==> config.mk <==
export PLATFORM = sky130hd
export DESIGN_NAME = pci_arbiter
export DESIGN_NICKNAME = d
export VERILOG_FILES = /design/src/rtl/pci_arb_pkg.sv /design/src/rtl/pci_arb_rr_pick.sv /design/src/rtl/pci_arbiter.sv
export SDC_FILE = /design/constraint.sdc
export NUM_CORES = 1
export LEC_CHECK = 0
export ABC_AREA = 0
export CAP_MARGIN = 25
export CELL_PAD_IN_SITES_DETAIL_PLACEMENT = 1
export CELL_PAD_IN_SITES_GLOBAL_PLACEMENT = 1
export CORE_UTILIZATION = 39
export CTS_CLUSTER_SIZE = 16
export DETAILED_ROUTE_END_ITERATION = 12
export PLACE_DENSITY_LB_ADDON = 0.25
export SETUP_SLACK_MARGIN = 0.4
export SYNTH_ARGS = -nofsm -noshare
export SYNTH_HDL_FRONTEND = slang
export SYNTH_HIERARCHICAL = 1
export SYNTH_SLANG_ARGS = --single-unit
==> constraint.sdc <==
create_clock -name CLK -period 3.6 [get_ports CLK]
set_clock_uncertainty 0.15 [all_clocks]
set_input_delay 0.72 -clock CLK [delete_from_list [all_inputs] [get_ports CLK]]
set_output_delay 0.72 -clock CLK [all_outputs]
set_load 0.1 [all_outputs]
==> src/rtl/pci_arb_pkg.sv <==
// Shared types, defaults and helpers for the PCI bus arbiter.
package pci_arb_pkg;

  typedef enum logic [1:0] {S_GAP, S_GNT, S_BUSY} state_e;

  localparam int unsigned DefNMasters    = 4;
  localparam int unsigned DefIdleTimeout = 16;
  localparam int unsigned DefParkMaster  = 0;

  // Ceiling log2, never less than 1 so index vectors always have a bit.
  function automatic int unsigned clog2(input int unsigned n);
    int unsigned r;
    r = 0;
    while ((32'd1 << r) < n) r = r + 1;
    if (r == 0) r = 1;
    return r;
  endfunction

endpackage

==> src/rtl/pci_arb_rr_pick.sv <==
// Rotating priority encoder: first pending index after owner, owner itself last.
module pci_arb_rr_pick
  import pci_arb_pkg::*;
#(
  parameter int unsigned N_MASTERS = DefNMasters
) (
  input  logic [N_MASTERS-1:0]        pending_i,
  input  logic [clog2(N_MASTERS)-1:0] owner_i,
  output logic [clog2(N_MASTERS)-1:0] pick_o,
  output logic                        any_pending_o
);

  localparam int unsigned OW = clog2(N_MASTERS);

  always_comb begin
    int unsigned idx;
    logic        found;
    pick_o = owner_i;
    found  = 1'b0;
    idx    = 0;
    for (int unsigned k = 1; k <= N_MASTERS; k++) begin
      idx = (32'(owner_i) + k) % N_MASTERS;
      if (!found && pending_i[idx]) begin
        found  = 1'b1;
        pick_o = OW'(idx);
      end
    end
  end

  assign any_pending_o = |pending_i;

endmodule

==> src/rtl/pci_arbiter.sv <==
// Central PCI arbiter: round-robin, bus parking, hidden arbitration and idle-grant timeout.
module pci_arbiter
  import pci_arb_pkg::*;
#(
  parameter int unsigned N_MASTERS    = DefNMasters,
  parameter int unsigned IDLE_TIMEOUT = DefIdleTimeout,
  parameter int unsigned PARK_MASTER  = DefParkMaster
) (
  input  logic                        CLK,
  input  logic                        RST,
  input  logic [N_MASTERS-1:0]        REQ,
  output logic [N_MASTERS-1:0]        GNT,
  input  logic                        FRAME,
  input  logic                        IRDY,
  output logic [clog2(N_MASTERS)-1:0] owner,
  output logic                        timeout
);

  localparam int unsigned   OW   = clog2(N_MASTERS);
  localparam int unsigned   TW   = clog2(IDLE_TIMEOUT);
  localparam logic [OW-1:0] Park = OW'(PARK_MASTER);
  localparam logic [TW-1:0] TMax = TW'(IDLE_TIMEOUT - 1);

  state_e               state_q, state_d;
  logic [OW-1:0]        owner_q, owner_d, pick;
  logic [TW-1:0]        timer_q, timer_d;
  logic [N_MASTERS-1:0] gnt_q, gnt_d, pending;
  logic                 timeout_q, timeout_d, idle_q;
  logic                 bus_idle, start, any_pending, other_pending, owner_req;

  // X/Z on REQ, FRAME or IRDY never counts as asserted or idle.
  always_comb begin
    for (int unsigned i = 0; i < N_MASTERS; i++) pending[i] = (REQ[i] === 1'b0);
  end

  assign bus_idle      = (FRAME === 1'b1) && (IRDY === 1'b1);
  assign start         = idle_q && (FRAME === 1'b0);
  assign owner_req     = pending[owner_q];
  assign other_pending = any_pending && (pick != owner_q);

  pci_arb_rr_pick #(
    .N_MASTERS(N_MASTERS)
  ) u_rr_pick (
    .pending_i    (pending),
    .owner_i      (owner_q),
    .pick_o       (pick),
    .any_pending_o(any_pending)
  );

  always_comb begin
    state_d   = state_q;
    owner_d   = owner_q;
    timer_d   = timer_q;
    timeout_d = 1'b0;
    case (state_q)
      S_GAP: begin
        owner_d = any_pending ? pick : Park;
        timer_d = '0;
        state_d = S_GNT;
      end
      S_GNT: begin
        if (start) begin
          state_d = S_BUSY;
        end else if (bus_idle && !owner_req && other_pending) begin
          state_d = S_GAP;
        end else if (bus_idle && owner_req && other_pending && timer_q == TMax) begin
          state_d   = S_GAP;
          timeout_d = 1'b1;
        end else if (bus_idle && owner_req && timer_q != TMax) begin
          timer_d = timer_q + TW'(1);
        end
      end
      S_BUSY: begin
        // Hidden arbitration: hand over while the current transaction still runs.
        if (other_pending && !bus_idle) begin
          owner_d = pick;
          timer_d = '0;
          state_d = S_GNT;
        end else if (bus_idle) begin
          state_d = S_GNT;
        end
      end
      default: state_d = S_GAP;
    endcase
    gnt_d = '1;
    if (state_d != S_GAP) gnt_d[owner_d] = 1'b0;
  end

  always_ff @(posedge CLK) begin
    idle_q <= bus_idle;
    if (RST) begin
      state_q   <= S_GAP;
      owner_q   <= Park;
      timer_q   <= '0;
      gnt_q     <= '1;
      timeout_q <= 1'b0;
    end else begin
      state_q   <= state_d;
      owner_q   <= owner_d;
      timer_q   <= timer_d;
      gnt_q     <= gnt_d;
      timeout_q <= timeout_d;
    end
  end

  assign GNT     = gnt_q;
  assign owner   = owner_q;
  assign timeout = timeout_q;

endmodule

==> flow_summary_export.csv, run 1 <==
group,metric,value,unit
status,status,"finished, final reports clean",
layout,area_growth,24.6,%
power_and_ir_drop,p_clk_share,23.5,%
setup_path,path_buf_inv,1,
setup_path,endpoint,"timeout",
sta,fin_ws,1.00,ns
cts,cts_setup_buffers,0,
yosys,synthTopCellsByArea,"dfxtp_1, nand2_1, nor2_1, xnor2_1, inv_1",
routing,wire_per_inst,14.5,um
yosys,synth_edf_count,0,
setup_path,required,2.73,ns
floorplan,rows,15,
layout,layout-drive-gt1-share,10.7,%
sta,finalSetupViolations,0,
cts,cts_tree,"built",
routing,drtPass1Iterations,4,
cts,clockBufferDepth,2,
sta,drv_slew,0,
setup_path,reg2reg_to,"GNT[0]$_SDFF_PP1_",
cts,clock-sinks,14,
cts,cts_buffers,3,
place,hpwlAfterDp,1.49,mm
routing,routed_via_density,5.64,
global_route,grt_pass1_wl,3.38,mm
global_route,grt_overflow,0,
yosys,synth_fa_ha_area_share,1.58,%
setup_path,path_depth,1,
place,gp_congestion,0.783,
min_path,hold_class,"reg -> reg",
setup_path,path_delay_family,"buffers and inverters",
yosys,synthCells,96,
cts,clock_latency,0.29,ns
yosys,syn_avg_cell_area,8.26,um2
power_and_ir_drop,leakage,0.381,nW
global_route,antenna_found_initial,0,
layout,fillers,226,
yosys,synth_top_family_by_area,"simple AND/OR/NAND/NOR gates",
routing,routed_wl,1.99,mm
cts,clk_pin_slew,0.09,ns
floorplan,die_area,0.00222,mm2
power_and_ir_drop,p_comb_share,39.2,%
min_path,whs_path_depth,2,
yosys,synth-xor-area-share,4.42,%
floorplan,io_pins,15,
floorplan,die_h,47.1,um
place,dp_slack,0.761,ns
power_and_ir_drop,pwr_density_cell,503,mW/mm2
sta,tightest_slew,0.965,ns
setup_path,critPathMaxStageDelay,1.12,ns
routing,drtIter0Drc,9,
floorplan,start_util,43.6,%
global_route,grt_pass1_vias,777,
sta,hold_viol,0,
yosys,async_flop_share,0,%
cts,postCtsHoldBufs,0,
sta,rsz0062_at_grt,"no",
setup_path,crit_slowest_cell,"clkdlybuf4s50_1",
yosys,synth_area,793,um2
yosys,synth_compound_area_share,22.7,%
yosys,syn_nets,105,
yosys,synth-seq-cells,14,
yosys,synth_simple_gate_area_share,27.1,%
setup_path,path_cells,"clkdlybuf4s50_1",
setup_path,cp-startpoint,"timeout$_SDFF_PP0_",
routing,vias,773,
place,io_buffers,14,
power_and_ir_drop,switching_share,41.5,%
layout,utilization,54.3,%
layout,layout.nets,122,
layout,n_antenna_cell,0,
setup_path,cp_max_fo,1,
cts,cts_root_buffer,"clkbuf_4",
sta,relSlewSlack,35.5,%
yosys,ys_warn_count,6,
yosys,ys_types,35,
yosys,synth_largest_area_cell,"dfxtp_1",
power_and_ir_drop,netSwitchingPower,0.206,mW
power_and_ir_drop,p_int,0.291,mW
setup_path,reg2reg_setup_slack,1.41,ns
run,max_cap_viol_count,0,
yosys,synth-main-ff-cell,"dfxtp_1",
global_route,grt_max_degree,13,
routing,drc_errors,0,
sta,clock.fmax,385,MHz
power_and_ir_drop,p_seq_share,37.3,%
floorplan,die_w,47.1,um
sta,fin_setup_tns,0,ns
setup_path,r2r_start,"owner[0]$_SDFF_PP0_",
cts,h-tree-depth,1,
floorplan,core-area,0.00182,mm2
setup_path,ff2ff_path_depth,7,
routing,ant_nets,0,
power_and_ir_drop,ir_drop,0.000219,V
yosys,yosys.area.top_type_share,35.3,%
setup_path,critPathKind,"reg -> out",
yosys,synth.area.mux_share,4.10,%
setup_path,crit_path_start_kind,"register",
sta,period_needed,2.60,ns
setup_path,arrival,1.73,ns
sta,finalCritPeriodShare,72.2,%
cts,cts_resized,0,
setup_path,cp-end-kind,"primary output",
yosys,ys_seq_area_share,35.3,%
global_route,grt_usage,22.5,%
area by class of cell:
class / instances / area [um2] / area share, %
clock buffer: 4 / 36.3 / 3.67
inverter: 8 / 30.0 / 3.04
multi-input combinational: 72 / 475 / 48.1
sequential: 14 / 280 / 28.4
tap: 25 / 31.3 / 3.16
timing repair buffer: 14 / 135 / 13.7
power groups by stage:
stage	sequential [mW]	combinational [mW]	clock, mW
global placement	0.189	0.189	0
detailed placement	0.189	0.191	0
floorplan	0.250	0.0849	0
finish	0.185	0.195	0.117
global route	0.188	0.207	0.126
CTS	0.185	0.194	0.118
worst reg2reg max path, delay by kind of cell (launching register included):
kind / cells / cell delay, ns
AOI/OAI and AO/OA: 4 / 0.92
DFF: 1 / 0.55
and+or+nand+nor: 2 / 0.30
xor gates and xnor gates: 1 / 0.18
layout by cell type, fill, tap and decap left out, types with 2 or more instances in the layout:
master            n
a21oi_1           4
nand3_1           5
xnor2_1           4
clkdlybuf4s50_1  12
nand2b_1          3
o2bb2ai_1         2
nor3_1            2
buf_4             2
dfxtp_1          14
nand2_1          12
a21o_1            2
a211o_1           2
clkbuf_4          3
inv_1             8
a22oi_1           2
nor2_1           12
o311ai_0          2
synth_stat cells, drive strengths merged, types with 2 or more instances:
cell	number
dfxtp	14
nand2	12
nor2	12
inv	8
nand3	5
a21oi	4
xnor2	4
nand2b	3
a211o	2
a21o	2
a22o	2
a22oi	2
clkbuf	2
nor3	2
nor4	2
o2bb2ai	2
o311ai	2
kinds of logic (layout without fill, tap and decap cells):
kind of cell	after synthesis	after routing
adder cells (fa/ha/maj)	1	1
buffers and inverters	10	26
AO/OA/AOI/OAI	23	23
XOR/XNOR	4	4
multiplexers	2	2
AND/OR/NAND/NOR	42	42
flip-flops	14	14
layer usage:
layer / up-vias / part of all wire [%] / GRT usage [%]
li1: 382 / - / -
met1: 368 / 48 / 26.8
met2: 16 / 47 / 36.7
met3: 7 / 2.6 / 4.23
met4: 0 / 3.0 / 14.9
met5: - / 0 / 0
worst min path at each step:
stage               slack [ns]                       to               startpoint
floorplan                 0.30       timeout$_SDFF_PP0_  timer_q[3]$_SDFFE_PP0P_
global placement          0.32  timer_q[1]$_SDFFE_PP0P_  timer_q[1]$_SDFFE_PP0P_
detailed placement        0.33  timer_q[1]$_SDFFE_PP0P_  timer_q[1]$_SDFFE_PP0P_
CTS                       0.35  timer_q[1]$_SDFFE_PP0P_  timer_q[1]$_SDFFE_PP0P_
global route              0.39  timer_q[1]$_SDFFE_PP0P_  timer_q[1]$_SDFFE_PP0P_
finish                    0.35  timer_q[1]$_SDFFE_PP0P_  timer_q[1]$_SDFFE_PP0P_
stage by stage:
stage               hold WS [ns]  cells  cell area [um2]  power (mW)
floorplan                  0.304     96              793       0.335
global placement           0.322    133              952       0.378
detailed placement         0.334    133              952       0.380
CTS                        0.348    137              988       0.498
global route               0.393    137              988       0.520
finish                     0.348    137              988       0.498
state kept, by name, indices dropped and copies added (netlist names):
name     cells
GNT          4
owner        2
timeout      1
idle_q       1
timer_q      4
state_q      2
No activity file was read; power rests on OpenSTA's default activity.
==> run 2, diff against run 1 <==
Settings changed: CORE_UTILIZATION 39 to 33.
Clock period 3.6 ns to 2.15 ns, I/O delays scaled along.
==> flow_summary_export.csv, run 2 (same netlist as run 1, synthesis figures left out) <==
group,metric,value,unit
power_and_ir_drop,pwr_density_cell,770,mW/mm2
layout,utilization,55.1,%
run,max_cap_viol_count,0,
setup_path,critPathKind,"in -> reg",
layout,area_growth,55.2,%
cts,cts_tree,"built",
setup_path,arrival,1.86,ns
floorplan,start_util,35.5,%
layout,stdcell_count,157,
sta,finalCritPeriodShare,84.8,%
floorplan,die_area,0.00260,mm2
sta,relSlewSlack,78.1,%
routing,drtIter0Drc,7,
routing,wire_per_inst,15.7,um
global_route,grt_usage,20.4,%
place,io_buffers,14,
sta,fin_setup_tns,0,ns
layout,layout.nets,139,
place,gp_congestion,0.736,
layout,layout-drive-gt1-share,44.2,%
routing,vias,833,
global_route,antenna_found_initial,0,
setup_path,crit_path_start_kind,"input port",
setup_path,cp_max_fo,5,
routing,routed_wl,2.47,mm
layout,final_common_cell,"buf_4",
sta,whs,0.362,ns
cts,clock_latency,0.28,ns
sta,clock.fmax,549,MHz
min_path,hold_class,"reg -> reg",
setup_path,cp-end-kind,"register",
place,numPlacedInstances,145,
power_and_ir_drop,p_total,0.949,mW
cts,clockBufferDepth,2,
layout,n_antenna_cell,0,
power_and_ir_drop,leakage,0.494,nW
routing,routed_via_density,5.31,
status,status,"finished, final reports clean",
floorplan,core-area,0.00223,mm2
place,dp_slack,-0.283,ns
floorplan,die_w,51.0,um
place,placed_area,0.00104,mm2
floorplan,io_pins,15,
routing,drc_errors,0,
global_route,grt_pass1_vias,866,
cts,cts_root_buffer,"clkbuf_4",
sta,rsz0062_at_grt,"yes",
floorplan,die_h,51.0,um
cts,postCtsHoldBufs,0,
sta,hold_viol,0,
place,hpwlAfterDp,1.67,mm
layout,design_area,0.00123,mm2
global_route,grt_max_degree,11,
global_route,grt_pass1_wl,3.94,mm
setup_path,required,2.19,ns
cts,clock-sinks,14,
floorplan,rows,17,
routing,ant_nets,0,
sta,period_needed,1.82,ns
global_route,grt_overflow,0,
cts,cts_buffers,3,
layout,final_cell_mix,"buf_4, dfxtp_1, nor2_1, nand2_1",
sta,fin_ws,0.327,ns
power_and_ir_drop,ir_drop,0.000552,V
sta,tightest_slew,0.327,ns
cts,clk_pin_slew,0.09,ns
routing,drtPass1Iterations,4,
sta,drv_slew,0,
cts,h-tree-depth,1,
sta,finalSetupViolations,0,
## run 2: changes by cell type in the layout (fill, tap and decap cells not counted), sizes merged
cell	before	now
clkdlybuf4s50	12	3
clkbuf	4	3
clkdlybuf4s15	0	1
buf	2	24
clkinv	0	1
dlygate4sd2	0	3
## run 2: path summary, 6_finish.rpt
path                                  end  depth (start not counted)  slack [ns]               startpoint
setup / recovery        GNT[0]$_SDFF_PP1_                          9        0.33                   REQ[1]
hold / removal    timer_q[0]$_SDFFE_PP0P_                          2        0.36  timer_q[0]$_SDFFE_PP0P_
setup reg to reg        GNT[0]$_SDFF_PP1_                          7        0.34      owner[1]$_SDFF_PP0_
hold reg to reg   timer_q[0]$_SDFFE_PP0P_                          2        0.36  timer_q[0]$_SDFFE_PP0P_
## run 2: layout make-up
cell class                      instances  area, um2
Inverter                                8       30.0
Fill cell                             268       1000
Sequential cell                        14        288
Timing Repair Buffer                   31        272
Clock buffer                            3       22.5
Tap cell                               28       35.0
Clock inverter                          1       3.75
Multi-Input combinational cell         72        581
## run 2: worst max-delay path, cell delays in order
cell and delay [ns]:
dlygate4sd2_1 0.25, inv_2 0.08, a21oi_2 0.04, a31oi_2 0.20, a21oi_4 0.10, xnor2_2 0.14, a21o_1 0.23, o31a_1 0.31
o311ai_1 0.09
## run 2: power breakdown
| group | internal (mW) | switching (mW) |
|---|---|---|
| Combinational | 0.200 | 0.284 |
| Sequential | 0.283 | 0.0270 |
| Clock | 0.0674 | 0.0881 |
## run 2: layer usage
layer	up-vias	part of all wire [%]	track usage, %
met4	0	3.2	8.33
met2	14	51	37.3
li1	416	-	-
met1	397	44	23.6
met3	6	1.8	2.68
met5	-	0	0
## run 2: what timing repair did
item	in CTS	in global routing
pin swaps	11	10
endpoints found under the setup margin	13	13
setup buffers	5	3
gates cloned	0	0
gates resized for setup	16	14
==> run 3, diff against run 2 <==
Settings changed: CORE_UTILIZATION 33 to 36.
Clock period 2.15 ns to 1.9 ns, I/O delays scaled along.
==> flow_summary_export.csv, run 3 (same netlist as run 1, synthesis figures left out) <==
group,metric,value,unit
layout,seq_area,288,um2
layout,multi_input_area,599,um2
layout,layout-drive-gt1-share,43.8,%
setup_path,cp_common_cell,"buf_4",
setup_path,path_buf_inv,2,
cts,clk_pin_slew,0.10,ns
sta,finalCritPeriodShare,99.8,%
power_and_ir_drop,leakage,0.529,nW
floorplan,die_h,48.9,um
layout,final_cell_mix,"buf_4, dfxtp_1, nor2_1, nand2_1, buf_12",
cts,cts_buffers,3,
floorplan,rows,16,
min_path,hold_class,"reg -> reg",
setup_path,ff2ff_path_depth,8,
sta,rsz0062_at_grt,"yes",
routing,drtPass1Iterations,4,
global_route,grt_pass1_vias,940,
floorplan,start_util,39.2,%
setup_path,required,1.93,ns
routing,routed_via_density,5.80,
setup_path,arrival,1.93,ns
layout,layout.nets,140,
routing,ant_nets,0,
setup_path,critPathKind,"reg -> reg",
cts,h-tree-depth,1,
place,hpwlAfterDp,1.68,mm
setup_path,crit_slowest_cell,"dfxtp_4",
layout,final_common_cell,"buf_4",
routing,wire_per_inst,19.6,um
setup_path,critPathMaxStageDelay,0.39,ns
routing,drc_errors,0,
global_route,grt_usage,25.0,%
global_route,grt_pass1_wl,4.44,mm
setup_path,path_depth,8,
setup_path,crit_path_start_kind,"register",
min_path,whs_path_depth,2,
cts,cts_root_buffer,"clkbuf_4",
floorplan,die_area,0.00240,mm2
run,max_cap_viol_count,0,
layout,area_growth,66.2,%
power_and_ir_drop,pwr_density_cell,873,mW/mm2
status,status,"finished, final reports clean",
global_route,antenna_found_initial,0,
cts,cts_tree,"built",
floorplan,core-area,0.00202,mm2
layout,stdcell_count,157,
routing,drtIter0Drc,27,
place,gp_congestion,0.779,
layout,n_antenna_cell,0,
floorplan,io_pins,15,
setup_path,path_cells,"buf_4 > a31oi_4 > a21oi_4 > xnor2_2 > nand2_1 > buf_4 > a21boi_0 > o311ai_1",
global_route,grt_overflow,0,
cts,clockBufferDepth,2,
cts,clock-sinks,14,
cts,clock_latency,0.30,ns
setup_path,cp-end-kind,"register",
global_route,grt_max_degree,11,
setup_path,path_delay_family,"compound AO/OA/AOI/OAI gates",
sta,hold_viol,0,
power_and_ir_drop,ir_drop,0.000827,V
sta,relSlewSlack,74.5,%
sta,tightest_slew,0.381,ns
sta,fin_setup_tns,0,ns
floorplan,die_w,48.9,um
sta,clock.fmax,527,MHz
place,numPlacedInstances,146,
layout,fillers,220,
setup_path,cp_max_fo,6,
routing,vias,911,
routing,routed_wl,3.07,mm
place,io_buffers,14,
sta,drv_slew,0,
sta,period_needed,1.90,ns
sta,finalSetupViolations,0,
-- run 3: changes by cell type in the layout (fill, tap and decap cells not counted), moves of 2 or more --
cell             change
buf_12               +5
buf_4                -5
clkdlybuf4s50_1      -2
dlygate4sd2_1        +3
-- run 3: path summary, 6_finish.rpt --
path | end | from | slack (ns)
worst max-delay path | GNT[0]$_SDFF_PP1_ | owner[1]$_SDFF_PP0_ | 0.004
worst min-delay path | timer_q[1]$_SDFFE_PP0P_ | timer_q[1]$_SDFFE_PP0P_ | 0.38
worst max register to register | GNT[0]$_SDFF_PP1_ | owner[1]$_SDFF_PP0_ | 0.004
worst min register to register | timer_q[1]$_SDFFE_PP0P_ | timer_q[1]$_SDFFE_PP0P_ | 0.38
-- run 3: worst min-delay path, cell delays in order, from the launching register on --
cell	delay, ns
dfxtp_1	0.35
nand2_1	0.07
o2bb2ai_1	0.06
-- run 3: cell type report --
cell class              instances  area share, %
well taps                      27           2.56
repair buffers                 32           25.9
clock buffers                   3           1.71
multi-input cells              72           45.4
inverters                       8           2.28
clock inverters                 1          0.285
flip-flops and latches         14           21.8
-- run 3: where the power goes --
group	leakage, nW	internal [mW]	switching, mW	total (mW)
Combinational	0.398	0.258	0.340	0.598
Sequential	0.116	0.320	0.0406	0.361
Clock	0.0154	0.0767	0.116	0.193
-- run 3: routing by layer --
layer / vias to the layer above / track usage [%] / wire length, um
met3: 10 / 7.79 / 135
li1: 418 / - / -
met1: 449 / 27.9 / 1280
met5: - / 0 / 0
met4: 0 / 11.3 / 90
met2: 34 / 43.3 / 1570
-- run 3: per-stage QoR --
stage / area (um2) / util, % / hold slack, ns / setup slack (ns) / power [mW]
6_report: 1320 / 65.2 / 0.376 / 0.00415 / 1.15
3_5_place_dp: 1120 / 55.4 / 0.339 / -0.520 / 0.834
5_1_grt: 1320 / 65.2 / 0.407 / -0.0667 / 1.20
2_1_floorplan: 801 / - / 0.293 / -0.0368 / 0.637
4_1_cts: 1240 / 61.6 / 0.362 / 0.0343 / 1.08
3_3_place_gp: 1120 / 55.4 / 0.321 / -0.403 / 0.825
-- run 3: what timing repair did --
| action | 4_1_cts | 5_1_grt |
|---|---|---|
| pin swaps | 15 | 8 |
| buffers inserted | 6 | 1 |
| gates resized for setup | 22 | 12 |
| setup endpoints to repair | 15 | 15 |
| hold buffers | 0 | 0 |
